[src/rtl/imm_gen_pipe_if.sv]
// Handshake bundle for imm_gen_pipe: upstream beat (instr/sel/tag) and downstream
// beat (immediate/tag/error). The block itself uses the slave modport.
interface imm_gen_pipe_if #(
    parameter int XLEN  = 32,
    parameter int TAG_W = 8
);
    logic             IN_VALID;
    logic             IN_READY;
    logic [24:0]      INSTR;
    logic [2:0]       IMM_SEL;
    logic [TAG_W-1:0] TAG_IN;
    logic             OUT_VALID;
    logic             OUT_READY;
    logic [XLEN-1:0]  IMM_OUT;
    logic [TAG_W-1:0] TAG_OUT;
    logic             ERR;

    modport master (
        output IN_VALID, INSTR, IMM_SEL, TAG_IN, OUT_READY,
        input  IN_READY, OUT_VALID, IMM_OUT, TAG_OUT, ERR
    );

    modport slave (
        input  IN_VALID, INSTR, IMM_SEL, TAG_IN, OUT_READY,
        output IN_READY, OUT_VALID, IMM_OUT, TAG_OUT, ERR
    );
endinterface

[src/rtl/imm_gen_pipe.sv]
// imm_gen_pipe: registered RISC-V immediate generator behind a 2-entry skid buffer.
// Define IMM_GEN_ZICSR_EN to support CSR_UIMM_TYPE (CSR zimm field, instr[19:15]).
`ifndef U_TYPE
`define U_TYPE          3'd0
`endif
`ifndef J_TYPE
`define J_TYPE          3'd1
`endif
`ifndef S_TYPE
`define S_TYPE          3'd2
`endif
`ifndef B_TYPE
`define B_TYPE          3'd3
`endif
`ifndef I_SIGNED_TYPE
`define I_SIGNED_TYPE   3'd4
`endif
`ifndef I_SHIFT_TYPE
`define I_SHIFT_TYPE    3'd5
`endif
`ifndef I_UNSIGNED_TYPE
`define I_UNSIGNED_TYPE 3'd6
`endif
`ifndef CSR_UIMM_TYPE
`define CSR_UIMM_TYPE   3'd7
`endif

module imm_gen_pipe #(
    parameter int XLEN  = 32,
    parameter int TAG_W = 8
) (
    input  logic          CLK,
    input  logic          RESET,
    input  logic          FLUSH,
    imm_gen_pipe_if.slave bus
);

    logic [31:7]      ins_s;
    logic [XLEN-1:0]  imm_s;
    logic             err_s;
    logic             accept_s;
    logic             retire_s;
    logic [1:0]       count_nxt_s;

    logic [1:0]       count_r;
    logic             out_valid_r;
    logic             in_ready_r;
    logic [XLEN-1:0]  head_imm_r;
    logic [TAG_W-1:0] head_tag_r;
    logic             head_err_r;
    logic [XLEN-1:0]  skid_imm_r;
    logic [TAG_W-1:0] skid_tag_r;
    logic             skid_err_r;

    function automatic logic [XLEN-1:0] sext32(input logic [31:0] v);
        logic [XLEN-1:0] r;
        r        = v[31] ? {XLEN{1'b1}} : {XLEN{1'b0}};
        r[31:0]  = v;
        return r;
    endfunction

    function automatic logic [XLEN-1:0] zext32(input logic [31:0] v);
        logic [XLEN-1:0] r;
        r        = {XLEN{1'b0}};
        r[31:0]  = v;
        return r;
    endfunction

    assign ins_s = bus.INSTR;

    // Decode the immediate of the beat currently offered upstream.
    always_comb begin
        imm_s = {XLEN{1'b0}};
        err_s = 1'b0;
        case (bus.IMM_SEL)
            `U_TYPE:          imm_s = sext32({ins_s[31:12], 12'h000});
            `J_TYPE:          imm_s = sext32({{12{ins_s[31]}}, ins_s[19:12], ins_s[20], ins_s[30:21], 1'b0});
            `S_TYPE:          imm_s = sext32({{20{ins_s[31]}}, ins_s[31:25], ins_s[11:7]});
            `B_TYPE:          imm_s = sext32({{20{ins_s[31]}}, ins_s[7], ins_s[30:25], ins_s[11:8], 1'b0});
            `I_SIGNED_TYPE:   imm_s = sext32({{20{ins_s[31]}}, ins_s[31:20]});
            `I_UNSIGNED_TYPE: imm_s = zext32({20'h00000, ins_s[31:20]});
            // RV64 shamt carries one extra bit.
            `I_SHIFT_TYPE:    imm_s = (XLEN == 64) ? zext32({26'd0, ins_s[25:20]})
                                                   : zext32({27'd0, ins_s[24:20]});
`ifdef IMM_GEN_ZICSR_EN
            `CSR_UIMM_TYPE:   imm_s = zext32({27'd0, ins_s[19:15]});
`else
            `CSR_UIMM_TYPE: begin
                imm_s = {XLEN{1'b0}};
                err_s = 1'b1;
            end
`endif
            default: begin
                imm_s = {XLEN{1'b0}};
                err_s = 1'b1;
            end
        endcase
    end

    assign accept_s = bus.IN_VALID && in_ready_r;
    assign retire_s = out_valid_r && bus.OUT_READY;

    // Next occupancy from this cycle's accept/retire pair.
    always_comb begin
        count_nxt_s = count_r;
        if (accept_s && !retire_s) begin
            count_nxt_s = count_r + 2'd1;
        end else if (retire_s && !accept_s) begin
            count_nxt_s = count_r - 2'd1;
        end else begin
            count_nxt_s = count_r;
        end
    end

    // Head/skid storage and registered handshake flags; reset beats flush beats beats traffic.
    always_ff @(posedge CLK) begin
        if (RESET) begin
            count_r     <= 2'd0;
            out_valid_r <= 1'b0;
            in_ready_r  <= 1'b1;
            head_imm_r  <= {XLEN{1'b0}};
            head_tag_r  <= {TAG_W{1'b0}};
            head_err_r  <= 1'b0;
            skid_imm_r  <= {XLEN{1'b0}};
            skid_tag_r  <= {TAG_W{1'b0}};
            skid_err_r  <= 1'b0;
        end else if (FLUSH) begin
            count_r     <= 2'd0;
            out_valid_r <= 1'b0;
            in_ready_r  <= 1'b1;
        end else begin
            count_r     <= count_nxt_s;
            out_valid_r <= (count_nxt_s != 2'd0);
            in_ready_r  <= (count_nxt_s != 2'd2);
            if (retire_s) begin
                // Full buffer never accepts, so the skid entry simply moves up.
                if (count_r == 2'd2) begin
                    head_imm_r <= skid_imm_r;
                    head_tag_r <= skid_tag_r;
                    head_err_r <= skid_err_r;
                end else if (accept_s) begin
                    head_imm_r <= imm_s;
                    head_tag_r <= bus.TAG_IN;
                    head_err_r <= err_s;
                end
            end else if (accept_s) begin
                if (count_r == 2'd0) begin
                    head_imm_r <= imm_s;
                    head_tag_r <= bus.TAG_IN;
                    head_err_r <= err_s;
                end else begin
                    skid_imm_r <= imm_s;
                    skid_tag_r <= bus.TAG_IN;
                    skid_err_r <= err_s;
                end
            end
        end
    end

    assign bus.IN_READY  = in_ready_r;
    assign bus.OUT_VALID = out_valid_r;
    assign bus.IMM_OUT   = head_imm_r;
    assign bus.TAG_OUT   = head_tag_r;
    assign bus.ERR       = head_err_r;

endmodule

[src/flat_wrapper.sv]
// flat-port wrapper written by rule: the top's interface ports become plain ports
module imm_gen_pipe_flat 
#(
    parameter int XLEN  = 32,
    parameter int TAG_W = 8
)
  (CLK, RESET, FLUSH, bus_IN_VALID, bus_INSTR, bus_IMM_SEL, bus_TAG_IN, bus_OUT_READY, bus_IN_READY, bus_OUT_VALID, bus_IMM_OUT, bus_TAG_OUT, bus_ERR);
  imm_gen_pipe_if #(.XLEN(XLEN), .TAG_W(TAG_W)) bus_i ();
  input  logic CLK;
  input  logic RESET;
  input  logic FLUSH;
  input wire logic [$bits(bus_i.IN_VALID)-1:0] bus_IN_VALID;
  input wire logic [$bits(bus_i.INSTR)-1:0] bus_INSTR;
  input wire logic [$bits(bus_i.IMM_SEL)-1:0] bus_IMM_SEL;
  input wire logic [$bits(bus_i.TAG_IN)-1:0] bus_TAG_IN;
  input wire logic [$bits(bus_i.OUT_READY)-1:0] bus_OUT_READY;
  output wire logic [$bits(bus_i.IN_READY)-1:0] bus_IN_READY;
  output wire logic [$bits(bus_i.OUT_VALID)-1:0] bus_OUT_VALID;
  output wire logic [$bits(bus_i.IMM_OUT)-1:0] bus_IMM_OUT;
  output wire logic [$bits(bus_i.TAG_OUT)-1:0] bus_TAG_OUT;
  output wire logic [$bits(bus_i.ERR)-1:0] bus_ERR;
  assign bus_i.IN_VALID = bus_IN_VALID;
  assign bus_i.INSTR = bus_INSTR;
  assign bus_i.IMM_SEL = bus_IMM_SEL;
  assign bus_i.TAG_IN = bus_TAG_IN;
  assign bus_i.OUT_READY = bus_OUT_READY;
  assign bus_IN_READY = bus_i.IN_READY;
  assign bus_OUT_VALID = bus_i.OUT_VALID;
  assign bus_IMM_OUT = bus_i.IMM_OUT;
  assign bus_TAG_OUT = bus_i.TAG_OUT;
  assign bus_ERR = bus_i.ERR;
  imm_gen_pipe #(.XLEN(XLEN), .TAG_W(TAG_W)) u_core (.CLK(CLK), .RESET(RESET), .FLUSH(FLUSH), .bus(bus_i));
endmodule
[config.mk]
export PLATFORM = sky130hd
export DESIGN_NAME = imm_gen_pipe_flat
export DESIGN_NICKNAME = d
export VERILOG_FILES = /design/src/rtl/imm_gen_pipe_if.sv /design/src/rtl/imm_gen_pipe.sv /design/src/flat_wrapper.sv
export SDC_FILE = /design/constraint.sdc
export NUM_CORES = 1
export LEC_CHECK = 0
export ABC_AREA = 1
export ABC_CLOCK_PERIOD_IN_PS = 2100
export BUFFER_PORTS_ARGS = -buffer_cell sky130_fd_sc_hd__buf_2
export CORE_MARGIN = 1.5
export CORE_UTILIZATION = 50
export DETAILED_ROUTE_END_ITERATION = 10
export PLACE_DENSITY = 0.73
export SLEW_MARGIN = 15
export SYNTH_ARGS = -nofsm -noshare
export SYNTH_HDL_FRONTEND = slang
export SYNTH_SLANG_ARGS = --single-unit
[constraint.sdc]
create_clock -name CLK -period 2.1 [get_ports CLK]
set_clock_uncertainty 0.05 [all_clocks]
set_input_delay 0.315 -clock CLK [delete_from_list [all_inputs] [get_ports CLK]]
set_output_delay 0.315 -clock CLK [all_outputs]
set_load 0.005 [all_outputs]
==> impl_metrics.json, run 1 <==
{
  "ioPinCount": 84,
  "grt_overflow": 0,
  "via_per_inst": 4.95,
  "final_core_util_pct": 60.0,
  "critPathMaxStageDelay_ns": 0.35,
  "final_cell_area_sq_um": 4960,
  "cts_setup_buffers": 0,
  "endpoint_kind": "register",
  "totalWireLength_um": 9850,
  "cp_slowest_cell": "buf_4",
  "cts_sinks": 86,
  "cap_violations": 0,
  "ys_ff_latch": 86,
  "numCtsBuffers": 9,
  "fin_ws_ns": 0.270,
  "root_buffer": "clkbuf_8",
  "path_buf_inv": 3,
  "synthCells": 652,
  "diodes": 0,
  "grt_pass1_wl_um": 16200,
  "post-route-drc-count": 0,
  "power_density_nw_per_um2": 747,
  "hold_path_startpoint": "bus_TAG_IN[7]",
  "fp.coreArea_sq_um": 8260,
  "grtUsageTotal_pct": 22.5,
  "setup_tns_ns": 0,
  "required_ns": 2.35,
  "p_leak_uw": 0.00269,
  "grt_pass1_vias": 3561,
  "cp.arrival_ns": 2.08,
  "hp-class": "in -> reg",
  "min_period_ns": 1.83,
  "postCtsHoldBufs": 0,
  "clk_pin_slew_ns": 0.09,
  "ys_types": 23,
  "r2r-end": "u_core.skid_imm_r[24]$_SDFFE_PP0P_",
  "start_util_pct": 52.1,
  "hold_violations": 0,
  "place_congestion": 0.853,
  "placedInstanceArea_sq_um": 4720,
  "post-dp-hpwl_um": 6920,
  "vdd_drop_max_uv": 309,
  "critical_path_class": "reg -> reg",
  "num_rows": 33,
  "mappedNetlistNets": 695,
  "r2r-start": "u_core.count_r[0]$_SDFF_PP0_",
  "maxSlewViolCount": 0,
  "grt_max_degree": 74,
  "final_nets": 760,
  "use_met3_pct": 4.50,
  "clock_path_buffers": 2,
  "drt_pass1_iterations": 4,
  "synth_area_per_cell_sq_um": 6.60,
  "crit_path_frequent_cell": "inv_1",
  "post_cts_resized": 0,
  "slew_headroom_pct": 52.2,
  "setup_viol": 0,
  "rr_worst_depth": 8,
  "io_buffers": 83,
  "grtUsageMet1_pct": 29.8,
  "synth_warnings": 0,
  "dieWidth_um": 95.8,
  "rsz0062_at_grt": "false",
  "syn-cell-area_sq_um": 4310,
  "die_y_um": 95.8,
  "clk_latency_ns": 0.35,
  "gr-usage-met2_pct": 35.5,
  "ant_nets": 0,
  "antenna_found_initial": 0,
  "tightest_slew_ns": 0.715,
  "drt-wirelength-per-cell_um": 11.9,
  "num_vias": 4095,
  "tritoncts": "done",
  "crit_chain": "inv_1 > ha_1 > nor2_1 > nand3_2 > buf_4 > a21oi_1 > o21ai_1 > inv_1",
  "drive_gt1_share_pct": 19.1,
  "dp_slack_ns": 0.309,
  "n_fill_cell": 829,
  "ys_seq_area_share_pct": 40.0,
  "grt_most_used_layer": "met2",
  "crit_path_max_fanout": 32,
  "crit_family": "buffers and inverters",
  "area_growth_pct": 15.1,
  "outcome": "finished, final reports clean",
  "timing.final.crit_share_pct": 87.1,
  "startpoint_type": "register",
  "drt_iter0_markers": 161,
  "max_freq_mhz": 546,
  "hold_end": "u_core.skid_tag_r[7]$_SDFFE_PP0P_",
  "holdWs_ns": 0.198,
  "hold_path_depth": 3,
  "die_area_sq_um": 9180,
  "reg2reg_setup_slack_ns": 0.27,
  "cts_max_level": 3
}
-- flip-flops by register name, indices dropped and copies added (netlist names) --
signal,cells
u_core.count_r,2
u_core.bus.IMM_OUT,32
u_core.skid_err_r,1
u_core.bus.TAG_OUT,8
u_core.bus.ERR,1
u_core.bus.OUT_VALID,1
u_core.skid_imm_r,32
u_core.bus.IN_READY,1
u_core.skid_tag_r,8
-- synthesized netlist by cell type (all sizes together) --
library cell / n / area (sq um)
ha: 2 / 25.0
o211ai: 2 / 20.0
clkbuf: 10 / 37.5
dfxtp: 86 / 1720
a21oi: 87 / 447
nand4: 15 / 93.8
nor2: 77 / 304
nand2: 152 / 591
buf: 29 / 183
o21ai: 59 / 295
nand3: 27 / 190
inv: 106 / 398
-- report_power, final --
group          switching [uW]  internal [uW]  total, uW
clock                     591            735       1330
sequential               46.8           1730       1780
combinational             369            225        594
total                    1010           2690       3700
-- final cells by class --
| class | instances | area, sq um | area share (%) |
|---|---|---|---|
| clock buffers | 11 | 151 | 3.05 |
| clock inverters | 5 | 81.3 | 1.64 |
| multi-input cells | 421 | 1970 | 39.8 |
| flip-flops and latches | 86 | 1720 | 34.7 |
| repair buffers | 93 | 503 | 10.1 |
| inverters | 106 | 398 | 8.03 |
| well taps | 105 | 131 | 2.65 |
-- worst min-delay path: stages --
cell	delay (ns)
buf_2	0.08
o21ai_0	0.08
nor2_1	0.09
-- stage by stage --
step,total power [uW],instances
2_1_floorplan,2220,652
3_3_place_gp,2400,811
3_5_place_dp,2410,811
4_1_cts,3730,827
5_1_grt,3920,827
6_report,3700,827
-- routing by layer --
layer / wire, um / up-vias
met2: 4580 / 92
met5: 0 / -
met3: 432 / 18
met1: 4620 / 1819
met4: 212 / 0
li1: - / 2166
-- cell families after synthesis --
logic type,after synthesis,share of synthesized area [%]
AOI/OAI and AO/OA,148,17.7
DFF,86,40.0
and+or+nand+nor,271,27.4
adders and majority gates,2,0.581
buffers and inverters,145,14.4
-- how the worst max path moves through the flow --
stage                                      start                                 end  slack (ns)  cells past startpoint
floorplan           u_core.count_r[0]$_SDFF_PP0_         u_core.bus.ERR$_SDFFE_PP0P_        0.61                      8
global placement    u_core.count_r[0]$_SDFF_PP0_  u_core.skid_imm_r[31]$_SDFFE_PP0P_        0.37                      7
detailed placement  u_core.count_r[0]$_SDFF_PP0_  u_core.skid_imm_r[31]$_SDFFE_PP0P_        0.31                      7
CTS                 u_core.count_r[0]$_SDFF_PP0_  u_core.skid_imm_r[24]$_SDFFE_PP0P_        0.27                      8
global route        u_core.count_r[0]$_SDFF_PP0_  u_core.skid_imm_r[31]$_SDFFE_PP0P_        0.08                      8
finish              u_core.count_r[0]$_SDFF_PP0_  u_core.skid_imm_r[24]$_SDFFE_PP0P_        0.27                      8
-- layout by cell type, fill, tap and decap left out, drive strengths merged --
master,n
o211ai,2
nand2,152
nor2,77
bufinv,2
o21ai,59
clkinv,2
inv,106
ha,2
dfxtp,86
buf,93
a21oi,87
nand3,27
clkinvlp,1
nand4,15
clkbuf,11
Note: power is estimated with default switching activity, not from simulation.
==> run 2, diff against run 1 <==
--- a/config.mk
+++ b/config.mk
@@ -11,7 +11,7 @@
 export CORE_MARGIN = 1.5
 export CORE_UTILIZATION = 50
 export DETAILED_ROUTE_END_ITERATION = 10
-export PLACE_DENSITY = 0.73
+export PLACE_DENSITY_LB_ADDON = 0.08
 export SLEW_MARGIN = 15
 export SYNTH_ARGS = -nofsm -noshare
 export SYNTH_HDL_FRONTEND = slang
==> run 2 against run 1 <==
  * Sequential power hardly changed
  * Global-route usage is 0.83 points higher
  * Register-to-register slack worse by 0.02 ns
  * Sequential cell count stayed put
  * Largest power group unchanged
==> impl_metrics.json, run 2 (same netlist as run 1, synthesis figures left out) <==
{
  "outcome": "finished, final reports clean",
  "layout.cells.non_filler": 827,
  "clk_pin_slew_ns": 0.08,
  "rr_worst_depth": 8,
  "r2r-end": "u_core.bus.TAG_OUT[6]$_SDFFE_PP0P_",
  "cp_slowest_cell": "dfxtp_1",
  "n_fill_cell": 837,
  "antenna_found_initial": 0,
  "reg2reg_setup_slack_ns": 0.25,
  "wl_met1_um": 5080,
  "multi_input_area_sq_um": 1970,
  "post-route-drc-count": 0,
  "power_density_nw_per_um2": 734,
  "hold_path_depth": 3,
  "root_buffer": "clkbuf_8",
  "drt_iter0_markers": 202,
  "clock_path_buffers": 2,
  "startpoint_type": "register",
  "required_ns": 2.29,
  "register_area_sq_um": 1720,
  "hp-class": "in -> reg",
  "numCtsBuffers": 9,
  "cts_sinks": 86,
  "cap_violations": 0,
  "crit_family": "simple AND/OR/NAND/NOR gates",
  "drt-wirelength-per-cell_um": 12.3,
  "final_common_cell": "nand2_1",
  "setup_tns_ns": 0,
  "crit_chain": "inv_1 > ha_1 > nand2_2 > nand2_2 > nand2_4 > buf_12 > o21ai_0 > nor2_1",
  "die_area_sq_um": 9180,
  "min_period_ns": 1.85,
  "tritoncts": "done",
  "grtUsageTotal_pct": 23.3,
  "dp_cells": 812,
  "vdd_drop_max_uv": 370,
  "tightest_slew_ns": 0.702,
  "grt_max_degree": 58,
  "totalWireLength_um": 10200,
  "num_vias": 4114,
  "rsz0062_at_grt": "false",
  "postCtsHoldBufs": 0,
  "path_buf_inv": 2,
  "slew_headroom_pct": 53.1,
  "r2r-start": "u_core.count_r[0]$_SDFF_PP0_",
  "post_cts_resized": 0,
  "die_y_um": 95.8,
  "post-dp-hpwl_um": 6970,
  "drt_pass1_iterations": 4,
  "io_buffers": 83,
  "place_congestion": 0.863,
  "timing.final.crit_share_pct": 87.9,
  "area_growth_pct": 15.2,
  "setup_viol": 0,
  "critical_path_class": "reg -> reg",
  "fp.coreArea_sq_um": 8260,
  "hold_end": "u_core.skid_imm_r[6]$_SDFFE_PP0P_",
  "start_util_pct": 52.1,
  "num_rows": 33,
  "crit_path_frequent_cell": "nand2_2",
  "fin_ws_ns": 0.254,
  "hold_violations": 0,
  "clk_latency_ns": 0.35,
  "met3WireLength_um": 440,
  "max_freq_mhz": 542,
  "grt_pass1_vias": 3595,
  "dp_slack_ns": 0.278,
  "critPathMaxStageDelay_ns": 0.32,
  "grt_pass1_wl_um": 16700,
  "cts_max_level": 3,
  "final_nets": 761,
  "maxSlewViolCount": 0,
  "final_cell_mix": "146 x nand2_1, 99 x inv_1, 86 x a21oi_1, 86 x dfxtp_1, 83 x buf_2",
  "drive_gt1_share_pct": 18.8,
  "via_per_inst": 4.97,
  "endpoint_kind": "register",
  "top_layer": "met4",
  "cp.arrival_ns": 2.04,
  "ant_nets": 0,
  "met2WireLength_um": 4590,
  "p_leak_uw": 0.00268,
  "diodes": 0,
  "crit_path_max_fanout": 28,
  "ioPinCount": 84,
  "grt_overflow": 0,
  "hold_path_startpoint": "bus_INSTR[19]",
  "dieWidth_um": 95.8,
  "cts_setup_buffers": 0
}
==> run 2: changes by cell type in the layout (fill, tap and decap cells not counted) <==
cell / before / now
clkinv_4: 1 / 0
clkbuf_1: 0 / 2
buf_4: 9 / 8
clkbuf_8: 11 / 9
buf_12: 1 / 3
==> run 2: report_power, final <==
group	internal [uW]	switching, uW	leakage, uW
clock network	663	585	0.0000994
registers	1730	44.1	0.000702
logic	235	378	0.00188
total	2630	1010	0.00268
==> run 2: final cells by class <==
| type | instances | share of cell area, % |
|---|---|---|
| multi-input combinational | 421 | 39.7 |
| inverter | 106 | 8.02 |
| tap | 105 | 2.65 |
| sequential | 86 | 34.7 |
| timing repair buffer | 94 | 10.8 |
| clock inverter | 4 | 1.46 |
| clock buffer | 11 | 2.65 |
==> run 2: through the flow <==
step | area [sq um] | util [%] | power [uW] | hold WS [ns]
floorplan | 4310 | - | 2220 | 0.374
global placement | 4760 | 57.6 | 2410 | 0.384
detailed placement | 4760 | 57.6 | 2430 | 0.388
CTS | 4960 | 60.1 | 3660 | 0.193
global route | 4960 | 60.1 | 3840 | 0.195
finish | 4960 | 60.1 | 3640 | 0.199
==> run 2: worst max path at each step <==
stage                     depth (start not counted)                            endpoint                         start
after global placement                            9  u_core.bus.TAG_OUT[6]$_SDFFE_PP0P_                 bus_OUT_READY
after floorplan                                   8         u_core.bus.ERR$_SDFFE_PP0P_  u_core.count_r[0]$_SDFF_PP0_
after detailed placement                          9  u_core.bus.TAG_OUT[6]$_SDFFE_PP0P_                 bus_OUT_READY
after CTS                                         8  u_core.bus.TAG_OUT[6]$_SDFFE_PP0P_  u_core.count_r[0]$_SDFF_PP0_
after global routing                              8  u_core.skid_imm_r[12]$_SDFFE_PP0P_  u_core.count_r[0]$_SDFF_PP0_
final                                             8  u_core.bus.TAG_OUT[6]$_SDFFE_PP0P_  u_core.count_r[0]$_SDFF_PP0_
==> run 2: worst reg2reg max path: stages, from the launching register on <==
cell and delay, ns:
dfxtp_1 0.32, inv_1 0.10, ha_1 0.17, nand2_2 0.08, nand2_2 0.20, nand2_4 0.24, buf_12 0.25, o21ai_0 0.27
nor2_1 0.07
==> run 2: metal layers <==
| metal | GRT usage (%) | up-vias |
|---|---|---|
| met2 | 37.3 | 76 |
| met5 | 0 | - |
| met4 | 7.72 | 0 |
| met3 | 4.82 | 13 |
| met1 | 31.2 | 1854 |
| li1 | - | 2171 |
